==> config.mk <==
export PLATFORM = sky130hd
export DESIGN_NAME = mcu_trace_fifo
export DESIGN_NICKNAME = d
export VERILOG_FILES = /design/src/rtl/mcu_trace_pkg.sv /design/src/rtl/trace_fifo_mem.sv /design/src/rtl/mcu_trace_fifo.sv
export SDC_FILE = /design/constraint.sdc
export NUM_CORES = 1
export LEC_CHECK = 0
export ABC_AREA = 1
export CORE_ASPECT_RATIO = 0.9
export CORE_MARGIN = 4
export CORE_UTILIZATION = 50
export CTS_BUF_LIST = sky130_fd_sc_hd__clkbuf_8 sky130_fd_sc_hd__clkbuf_16
export DETAILED_ROUTE_END_ITERATION = 10
export PLACE_DENSITY = 0.8
export SLEW_MARGIN = 25
export SYNTH_ARGS = -nofsm -noshare
export SYNTH_HDL_FRONTEND = slang
export SYNTH_HIERARCHICAL = 1
export SYNTH_SLANG_ARGS = --single-unit
==> constraint.sdc <==
create_clock -name clk -period 3.8 [get_ports clk]
set_input_delay 1.14 -clock clk [delete_from_list [all_inputs] [get_ports clk]]
set_output_delay 1.14 -clock clk [all_outputs]
set_load 0.02 [all_outputs]
==> src/rtl/mcu_trace_pkg.sv <==
// Shared types and constants for the MCU instruction trace FIFO.
package mcu_trace_pkg;

    typedef struct packed {
        logic [7:0] pc;
        logic [3:0] opcode;
        logic [7:0] alu;
        logic [7:0] wreg;
    } trace_entry_t;

    typedef enum logic [1:0] {
        StIdle,
        StCapture,
        StHalted
    } trace_state_t;

    localparam logic [7:0] DefaultHaltPc = 8'h14;

endpackage

==> src/rtl/trace_fifo_mem.sv <==
// Trace entry storage: circular buffer with read/write pointers and an occupancy count.
// Read side is first-word-fall-through; rd_data is zero while empty.
module trace_fifo_mem
    import mcu_trace_pkg::*;
#(
    parameter int unsigned DEPTH = 8
) (
    input  logic                     clk,
    input  logic                     rst,
    input  logic                     wr_en,
    input  trace_entry_t             wr_data,
    input  logic                     rd_en,
    output trace_entry_t             rd_data,
    output logic [$clog2(DEPTH):0]   count,
    output logic                     full,
    output logic                     empty
);

    localparam int unsigned PtrW = $clog2(DEPTH);
    localparam logic [PtrW:0] FullCount = DEPTH[PtrW:0];

    trace_entry_t    mem_q [DEPTH];
    logic [PtrW-1:0] wr_ptr_q;
    logic [PtrW-1:0] rd_ptr_q;
    logic [PtrW:0]   count_q;
    logic            do_wr;
    logic            do_rd;

    assign empty = (count_q == '0);
    assign full  = (count_q == FullCount);
    assign count = count_q;

    // A pop frees the slot in the same cycle, so a full FIFO still accepts a write alongside it.
    assign do_rd = rd_en && !empty;
    assign do_wr = wr_en && (!full || do_rd);

    assign rd_data = empty ? '0 : mem_q[rd_ptr_q];

    always_ff @(posedge clk) begin
        if (do_wr) begin
            mem_q[wr_ptr_q] <= wr_data;
        end
    end

    always_ff @(posedge clk) begin
        if (rst) begin
            wr_ptr_q <= '0;
            rd_ptr_q <= '0;
            count_q  <= '0;
        end else begin
            if (do_wr) begin
                wr_ptr_q <= wr_ptr_q + 1'b1;
            end
            if (do_rd) begin
                rd_ptr_q <= rd_ptr_q + 1'b1;
            end
            case ({do_wr, do_rd})
                2'b10:   count_q <= count_q + 1'b1;
                2'b01:   count_q <= count_q - 1'b1;
                default: count_q <= count_q;
            endcase
        end
    end

endmodule

==> src/rtl/mcu_trace_fifo.sv <==
// MCU trace capture: arm/capture/halt FSM feeding a FWFT trace FIFO with sticky overflow.
// Define TRACE_OVF_CNT_EN to add the saturating dropped-write counter output ovf_cnt.
module mcu_trace_fifo
    import mcu_trace_pkg::*;
#(
    parameter int unsigned DEPTH   = 8,
    parameter logic [7:0]  HALT_PC = DefaultHaltPc
) (
    input  logic                   clk,
    input  logic                   SWO,
    input  logic                   arm,
    input  logic                   cap_en,
    input  logic [7:0]             pc_in,
    input  logic [3:0]             opcode_in,
    input  logic [7:0]             alu_in,
    input  logic [7:0]             wreg_in,
    input  logic                   rd_ready,
    output logic                   rd_valid,
    output logic [27:0]            rd_data,
    output logic [$clog2(DEPTH):0] count,
    output logic                   full,
    output logic                   empty,
    output logic                   halted,
`ifdef TRACE_OVF_CNT_EN
    output logic [7:0]             ovf_cnt,
`endif
    output logic                   overflow
);

    trace_state_t state_q;
    trace_entry_t wr_entry;
    trace_entry_t rd_entry;
    logic         wr_req;
    logic         rd_req;
    logic         drop;
    logic         halted_q;
    logic         overflow_q;

    assign wr_entry = '{pc: pc_in, opcode: opcode_in, alu: alu_in, wreg: wreg_in};
    assign wr_req   = (state_q == StCapture) && cap_en;
    assign rd_req   = rd_valid && rd_ready;
    assign drop     = wr_req && full && !rd_req;

    trace_fifo_mem #(
        .DEPTH(DEPTH)
    ) u_mem (
        .clk     (clk),
        .rst     (SWO),
        .wr_en   (wr_req),
        .wr_data (wr_entry),
        .rd_en   (rd_req),
        .rd_data (rd_entry),
        .count   (count),
        .full    (full),
        .empty   (empty)
    );

    assign rd_valid = !empty;
    assign rd_data  = rd_entry;
    assign halted   = halted_q;
    assign overflow = overflow_q;

    always_ff @(posedge clk) begin
        if (SWO) begin
            state_q  <= StIdle;
            halted_q <= 1'b0;
        end else begin
            unique case (state_q)
                StIdle: begin
                    if (arm) begin
                        state_q <= StCapture;
                    end
                end
                StCapture: begin
                    // The halting instruction is still captured; capture stops after it.
                    if (cap_en && (pc_in == HALT_PC)) begin
                        state_q  <= StHalted;
                        halted_q <= 1'b1;
                    end
                end
                StHalted: begin
                    if (arm) begin
                        state_q  <= StCapture;
                        halted_q <= 1'b0;
                    end
                end
                default: begin
                    state_q  <= StIdle;
                    halted_q <= 1'b0;
                end
            endcase
        end
    end

    always_ff @(posedge clk) begin
        if (SWO) begin
            overflow_q <= 1'b0;
        end else if (drop) begin
            overflow_q <= 1'b1;
        end
    end

`ifdef TRACE_OVF_CNT_EN
    logic [7:0] ovf_cnt_q;

    assign ovf_cnt = ovf_cnt_q;

    always_ff @(posedge clk) begin
        if (SWO) begin
            ovf_cnt_q <= '0;
        end else if (drop && (ovf_cnt_q != 8'hFF)) begin
            ovf_cnt_q <= ovf_cnt_q + 8'd1;
        end
    end
`endif

endmodule

==> results of run 1 <==
-- cell type report --
| cell class | count | area, um2 |
|---|---|---|
| Sequential cell | 241 | 7080 |
| Timing Repair Buffer | 99 | 997 |
| Tap cell | 245 | 307 |
| Clock inverter | 16 | 144 |
| Inverter | 27 | 101 |
| Fill cell | 1371 | 7140 |
| Clock buffer | 27 | 653 |
| Multi-Input combinational cell | 484 | 2280 |
-- cell families (layout without fill, tap and decap cells) --
group	count (synthesis)	count (layout)	share of synthesized area
xor gates and xnor gates	2	2	0.00181
adders and majority gates	5	5	0.00725
DFF	241	241	0.731
AOI/OAI and AO/OA	186	186	0.108
and+or+nand+nor	291	291	0.117
buffers and inverters	71	169	0.0353
-- repair_timing --
action / 4_1_cts / 5_1_grt
endpoints found under the hold margin: 0 / 0
hold buffers: 0 / 0
buffers inserted: 0 / 1
setup endpoints to repair: 14 / 13
resized for setup: 5 / 10
-- registers in the layout, summed over array words and instances, names as in the netlist, named ones only --
signal          flops
halted              1
overflow            1
state_q             2
u_mem/count         4
u_mem/mem_q       224
u_mem/rd_ptr_q      3
u_mem/wr_ptr_q      3
-- Yosys cell counts (all sizes together) (4+ instances only) --
master / number
edfxtp: 224
nor2: 223
o21ai: 117
nand2: 58
buf: 30
o211ai: 28
o22ai: 28
inv: 27
dfxtp: 17
clkbuf: 14
a21oi: 11
nand3: 7
ha: 4
-- per-stage QoR --
step / power [uW] / instance area, um2 / setup slack [ps] / util
CTS: 7960 / 11500 / 43.5 / 0.616
detailed placement: 5620 / 10700 / 493 / 0.573
global placement: 5560 / 10700 / 524 / 0.573
floorplan: 4590 / 9670 / 187 / -
finish: 7920 / 11600 / 120 / 0.618
global route: 8300 / 11600 / 1.07 / 0.618
-- final timing paths --
path / from / endpoint / slack [ps] / cells after the start
worst max register to register: u_mem/count[0] / u_mem/mem_q[0][27] / 1380 / 13
worst max-delay path: register / rd_data[0] / 120 / 7
worst min register to register: halted / halted / 470 / 2
worst min-delay path: halted / halted / 470 / 2
-- worst max-delay path, stage by stage, from the launching register on --
cell	delay (ps)
dfxtp_4	470
buf_4	240
buf_4	220
o21ai_0	110
o22ai_1	180
nor2_1	70
nor2_1	120
clkdlybuf4s50_1	610
-- power by group --
group | internal (uW) | switching [uW] | total [uW] | leakage, uW
Sequential | 2970 | 65.6 | 3030 | 0.00216
Clock | 1420 | 928 | 2350 | 0.000410
Combinational | 968 | 1560 | 2530 | 0.00154
Total | 5360 | 2560 | 7920 | 0.00411
-- per-layer routing --
metal | up-vias | share of wire | GRT usage
met2 | 283 | 0.49 | 0.311
met1 | 3109 | 0.40 | 0.262
met4 | 0 | 0.024 | 0.0544
met3 | 48 | 0.085 | 0.0302
li1 | 2999 | - | -
met5 | - | 0 | 0
==> run metrics, run 1 <==
Seq cells post-synth=between 200 and 250; H-tree levels=1; final std cells w/o fill=1,139; fmax=roughly 270 MHz; Total GRT Usage=0.189; critical-path maximum fanout=21; Via Count=6,439; CTS Buffer Depth=3; P_leak=between 0.004 and 0.005 uW; Startpoint Class=register; core area=between 15,000 and 20,000 um2; Synth async-reset ratio=0; Synth top area share=0.696; P&R area growth vs syn=19.6%; RD Place Congestion=0.804; Port Buffers=between 60 and 70; Synth Cell Area=about 9700 um2; skew final=between 8 and 9 ps; initial antenna violation count=1; clock-pin slew on the worst setup and hold paths=roughly 60 ps; WL/cell=~18 um; critical path capture point type=primary output; # DRC=0; synth unique cells=29; number of setup violations in the final report=0; Data arrival, critical path=between 2000 and 3000 ps; Rows=47; max-capacitance violation count=0; antenna-violating nets left=0; area leader, netlist=edfxtp_1; Setup Total Neg Slack=0 ps; CTS tree=done; Die W=155 um; crit path kind=reg2out; Worst-Margin Slew=~460 ps; CP required=around 2700 ps; dpl hpwl=between 10 and 15 mm; layout cells sized above 1=0.0940; first-pass GRT wire length=32.6 mm; Initial Utilization=0.517; commonest non-fill, non-tap cell in the layout=edfxtp_1; YS warnings=6; Final Cycle Share=0.968; clock sink count=roughly 240; Clock Latency Late Sink=slightly above 500 ps; Post-Syn Nets=approximately 830; # placed instances=~1,100; Synth Instances=~800; DIE HEIGHT=~140 um; final WL=about 21 mm; I/O Pins=70; Slew Limit Fails=0; initial drt markers=630; Die ar.=approximately 22,000 um2; Vias/cell=about 5.7; Ant. Diodes=0; power per cell area=a little under 700 nW/um2; total grt overflow=0; Slew HR=0.693; DR pass1 iterations=5; EDFF count, synth=around 220; post-synthesis sequential area ratio=0.731; largest net degree at the start of global routing=57; syn avg cell area=around 12 um2; maximum vdd drop=roughly 530 uV; Layout Nets=915; vias in the first global route=~6,300; RSZ-0062 raised after global routing=false; most frequent cells in the layout=edfxtp_1 (224), nor2_1 (212), o21ai_0 (82); leading post-synthesis cells by cell area=edfxtp_1 (70%), nor2_1 (8.5%), o21ai_0 (4.2%); Root Buffer=clkbuf_16; cts bufs inserted=24; outcome=complete, no violations; Fin. Hold Viols=0; Top FF cell, synth=edfxtp_1; worst hold margin=approximately 470 ps; Tmin final=approximately 3700 ps; Worst Hold Class=reg2reg
Note: power is estimated with default switching activity, not from simulation.
==> run 2, diff against run 1 <==
==> constraint.sdc (replaced) <==
create_clock -name clk -period 3.8 [get_ports clk]
set_input_delay 0.76 -clock clk [delete_from_list [all_inputs] [get_ports clk]]
set_output_delay 0.76 -clock clk [all_outputs]
set_load 0.02 [all_outputs]
==> run 2 against run 1 <==
Clock power shrank 6%. Hold slack improved by 13 ps. Flip-flop and latch count did not move. Utilization fell by 0.90 points. Critical path type unchanged. Critical endpoint is now rd_data[20]. Highest routed layer unchanged.
==> run metrics, run 2 (synthesis results as in run 1) <==
outcome=complete, no violations; hold path depth=2 (unchanged); commonest non-fill, non-tap cell in the layout=edfxtp_1; Biggest register=u_mem/mem_q; RSZ-0062 raised after global routing=false; r2r endpoint=u_mem/mem_q[2][10]; DR pass1 iterations=5 (unchanged); Int Pwr=5170 uW (-3.4%); Vias/cell=5.67 (+0.28%); first-pass GRT wire length=33.2 mm (+1.7%); cts bufs inserted=24 (unchanged); initial antenna violation count=0 (-1); critical path capture point type=primary output; Layout Nets=906 (-0.98%); maximum vdd drop=438 uV (-17%); CP required=3040 ps (+380 ps); Total GRT Usage=0.191 (+0.00259); number of flip-flops in the largest register=224 (unchanged); max-capacitance violation count=0 (unchanged); largest net degree at the start of global routing=113 (+98%); Final Cycle Share=0.924 (-0.0444); Power, Total=7730 uW (-2.3%); power per cell area=678 nW/um2 (-0.89%); final setup margin=288 ps (+169 ps); Slew Limit Fails=0 (unchanged); Via Count=6,406 (-0.51%); Worst Hold Class=reg2reg; Worst-Margin Slew=671 ps (+211 ps); P&R area growth vs syn=17.8%; Psw=2560 uW (about the same); Die ar.=21,600 um2 (unchanged); Die W=155 um (unchanged); reg2reg path depth=13 (unchanged); RR Startpoint=u_mem/count[1]; I/O Pins=70 (unchanged); layout cells sized above 1=0.0814 (-0.0126); clock power share=0.287 (-0.010); Slew HR=0.553 (-0.141); DIE HEIGHT=140 um (unchanged); clock-pin slew on the worst setup and hold paths=60 ps (about the same); number of setup violations in the final report=0 (unchanged); Filler cells=1,423 (+3.8%); Setup Total Neg Slack=0 ps (unchanged); P_leak=0.00393 uW (-4.3%); Gate power share=0.323 (+0.003); Rows=47 (unchanged); antenna-violating nets left=0 (unchanged); Root Buffer=clkbuf_16; Ant. Diodes=0 (unchanged); CTS Buffer Depth=3 (unchanged); Data arrival, critical path=2750 ps (+210 ps); critical-path maximum fanout=38 (+81%); CTS tree=done; clock sink count=241 (unchanged); Hold Path Sink=halted; vias in the first global route=6,236 (-0.92%); final WL=20.9 mm (about the same); Fin. Hold Viols=0 (unchanged); post-CTS setup buffers=0 (unchanged); dpl hpwl=11.8 mm (-4.0%); H-tree levels=1 (unchanged); post_cts resized=0 (-5); total grt overflow=0 (unchanged); Port Buffers=69 (unchanged); WL/cell=18.5 um (+0.89%); Tmin final=3510 ps (-169 ps); core area=18,700 um2 (unchanged); most frequent cells in the layout=edfxtp_1 (224), nor2_1 (212), o21ai_0 (82); # DRC=0 (unchanged); worst slack, placed=912 ps (+419 ps); cts hold-fix bufs=0 (unchanged); HP Start=halted; Initial Utilization=0.517 (unchanged); skew final=26.3 ps (+17.9 ps); fmax=285 MHz (+4.8%); RD Place Congestion=0.797 (-0.81%); Clock Latency Late Sink=520 ps (about the same); Sw Share=0.331 (+0.00766); R2R setup slack=1440 ps (+60 ps); sequential share of power=0.390 (+0.007); crit path kind=reg2out; Startpoint Class=register; initial drt markers=592 (-6.0%)
-- run 2: changes by cell type in the layout (fill, tap and decap cells not counted), sizes merged, moves of 2 or more --
cell and delta:
clkdlybuf4s50 +8, clkbuf -3, inv +2, dlygate4sd2 -2
dlymetal6s2s -6, buf -9, clkinv +2
-- run 2: critical path, stage by stage, from the launching register on --
cell and delay, ps:
dfxtp_2 630, buf_12 260, o21ai_0 160, o211ai_1 290, nand2_1 90, nor2_1 150, clkdlybuf4s50_1 640
-- run 2: area by class of cell --
| cell class | instances | area, um2 | share of cell area |
|---|---|---|---|
| Clock buffer | 24 | 601 | 0.0527 |
| Tap cell | 245 | 307 | 0.0269 |
| Multi-Input combinational cell | 484 | 2280 | 0.200 |
| Inverter | 27 | 101 | 0.00889 |
| Timing Repair Buffer | 90 | 886 | 0.0777 |
| Clock inverter | 19 | 145 | 0.0127 |
| Sequential cell | 241 | 7070 | 0.621 |
-- run 2: how the worst max path moves through the flow --
stage,end,slack [ps],depth (start not counted)
floorplan,u_mem/mem_q[0][0],190,13
global placement,rd_data[0],940,6
detailed placement,rd_data[0],910,6
CTS,rd_data[20],310,6
global route,rd_data[24],170,6
finish,rd_data[20],290,6
-- run 2: power by group through the flow --
stage / registers [uW] / clock network [uW] / logic [uW]
final: 3020 / 2220 / 2500
after CTS: 3020 / 2260 / 2500
after global routing: 3020 / 2370 / 2740
after global placement: 3070 / 0 / 2450
after floorplan: 3080 / 0 / 1510
after detailed placement: 3070 / 0 / 2480
-- run 2: metal layers --
metal / vias up / GRT usage / routed length (um)
li1: 2972 / - / -
met1: 3092 / 0.276 / 9010
met3: 47 / 0.0296 / 1620
met2: 295 / 0.305 / 9750
met4: 0 / 0.0544 / 495
met5: - / 0 / 0
-- run 2: stage by stage --
stage,hold WS [ps],std cells,instance area (um2),utilization
2_1_floorplan,450,796,9670,-
3_3_place_gp,459,1087,10600,0.569
3_5_place_dp,463,1087,10600,0.569
4_1_cts,475,1130,11400,0.609
5_1_grt,495,1130,11400,0.609
6_report,484,1130,11400,0.609
==> run 3, diff against run 2 <==
Clock period 3.8 ns to 3.95 ns, I/O delays scaled along.
==> run 3 against run 2 <==
Cell area is essentially flat. Hold slack lost 11 ps. Utilization is essentially flat. Critical path type unchanged. Via count shrank 1.8%. Power shrank 4.7%. Sequential power shrank 4%. Sequential share of layout area is essentially flat. Non-clock buffer count is the same. Flip-flop and latch count is the same. Critical path depth grew 1.
==> run metrics, run 3 (synthesis results as in run 1) <==
Critical-path top delay cell=clkdlybuf4s50_1; most frequent cells in the layout=edfxtp_1 (224), nor2_1 (212), o21ai_0 (82); Worst-Margin Slew=776 ps (+105 ps); Initial Utilization=0.517 (unchanged); critical path capture point type=primary output; final core occ=0.609 (about the same); Data arrival, critical path=2700 ps (-50 ps); Port Buffers=69 (unchanged); Fin. Hold Viols=0 (unchanged); initial antenna violation count=0 (unchanged); RSZ-0062 raised after global routing=false; Buf/Inv on CP=3 (+1); # placed instances=1,087 (unchanged); DIE HEIGHT=140 um (unchanged); CP required=3160 ps (+120 ps); skew final=6.48 ps (-19.9 ps); RD Place Congestion=0.793 (-0.51%); largest net degree at the start of global routing=57 (-50%); final setup margin=464 ps (+175 ps); Total GRT Usage=0.182 (-0.00948); P&R area growth vs syn=17.9% (about the same); Crit path largest cell delay=660 ps (+20 ps); Ant. Diodes=0 (unchanged); P_leak=0.00390 uW (-0.62%); Die ar.=21,600 um2 (unchanged); Final Cycle Share=0.883; cts hold-fix bufs=0 (unchanged); initial drt markers=556 (-6.1%); worst hold margin=472 ps (-11.3 ps); critical-path maximum fanout=48 (+26%); Layout Nets=905 (-0.11%); core area=18,700 um2 (unchanged); Via Count=6,292 (-1.8%); cts bufs inserted=23 (-4.2%); Root Buffer=clkbuf_16; Vias/cell=5.58 (-1.6%); # DRC=0 (unchanged); total grt overflow=0 (unchanged); Rows=47 (unchanged); Die W=155 um (unchanged); Setup Total Neg Slack=0 ps (unchanged); vias in the first global route=6,076 (-2.6%); Startpoint Class=register; outcome=complete, no violations; fmax=287 MHz; first-pass GRT wire length=31.5 mm (-5.1%); max-capacitance violation count=0 (unchanged); CTS tree=done; number of setup violations in the final report=0 (unchanged); post-CTS setup buffers=0 (unchanged); layout cells sized above 1=0.0815 (+0.000184); Slew HR=0.482 (-0.0701); crit path cell chain=inv_2 > buf_12 > nor2_1 > o22ai_1 > nor2_1 > nor2_1 > clkdlybuf4s50_1; post_cts resized=0 (unchanged); H-tree levels=1 (unchanged); Biggest register=u_mem/mem_q; Crit path max-delay family=buffers and inverters; worst slack, placed=963 ps (+50.7 ps); dpl hpwl=11.7 mm (-1.1%); power per cell area=646 nW/um2 (-4.8%); clock sink count=241 (unchanged); Worst Hold Class=reg2reg; maximum vdd drop=439 uV (+0.40%); I/O Pins=70 (unchanged); CTS Buffer Depth=3 (unchanged); DR pass1 iterations=5 (unchanged); antenna-violating nets left=0 (unchanged); Clock Latency Late Sink=490 ps (-30 ps); Tmin final=around 3500 ps; most used cell, CP=nor2_1; commonest non-fill, non-tap cell in the layout=edfxtp_1; WL/cell=17.7 um (-4.3%); final WL=20.0 mm (-4.4%); number of flip-flops in the largest register=224 (unchanged); Slew Limit Fails=0 (unchanged); final std cells w/o fill=1,128 (-0.18%); clock-pin slew on the worst setup and hold paths=60 ps (about the same); crit path kind=reg2out
[run 3: changes by cell type in the layout (fill, tap and decap cells not counted), sizes merged]
| cell | previous run | this run |
|---|---|---|
| inv | 33 | 30 |
| clkbuf | 24 | 23 |
| clkinv | 11 | 10 |
| clkinvlp | 0 | 3 |
[run 3: worst register-to-register path, cell delays in order, from the launching register on]
cell     delay, ps
dfxtp_1        410
nor2_2          90
nand2_1         80
inv_1           50
inv_1           60
nand2_1         70
inv_1          140
inv_1           60
nand4_1         80
nand2_1        110
inv_1          100
nand2_1        150
nor2_2         410
buf_12         270
[run 3: final timing paths]
| path | slack (ps) | depth (start not counted) | to | start |
|---|---|---|---|---|
| worst max-delay path | 460 | 7 | rd_data[21] | register |
| worst min register to register | 470 | 2 | halted | halted |
| worst min-delay path | 470 | 2 | halted | halted |
| worst max register to register | 1530 | 13 | u_mem/mem_q[0][7] | u_mem/count[1] |
[run 3: cell type report]
class | instances | area [um2]
Inverter | 27 | 101
Clock buffer | 23 | 576
Clock inverter | 18 | 135
Tap cell | 245 | 307
Timing Repair Buffer | 90 | 923
Fill cell | 1418 | 7300
Sequential cell | 241 | 7070
Multi-Input combinational cell | 484 | 2280
[run 3: power breakdown]
part,internal [uW],switching [uW]
sequential,2850,45.1
combinational,892,1520
clock,1190,868
[run 3: stage by stage]
stage | power, uW | instance area, um2
after floorplan | 4410 | 9670
after global placement | 5330 | 10700
after detailed placement | 5370 | 10700
after CTS | 7420 | 11400
after global routing | 7740 | 11400
final | 7360 | 11400
[run 3: per-layer routing]
| metal | up-vias | track usage | wire, um |
|---|---|---|---|
| li1 | 2974 | - | - |
| met1 | 2981 | 0.253 | 8210 |
| met2 | 298 | 0.296 | 9610 |
| met3 | 39 | 0.0296 | 1680 |
| met4 | 0 | 0.0586 | 447 |
| met5 | - | 0 | 0 |
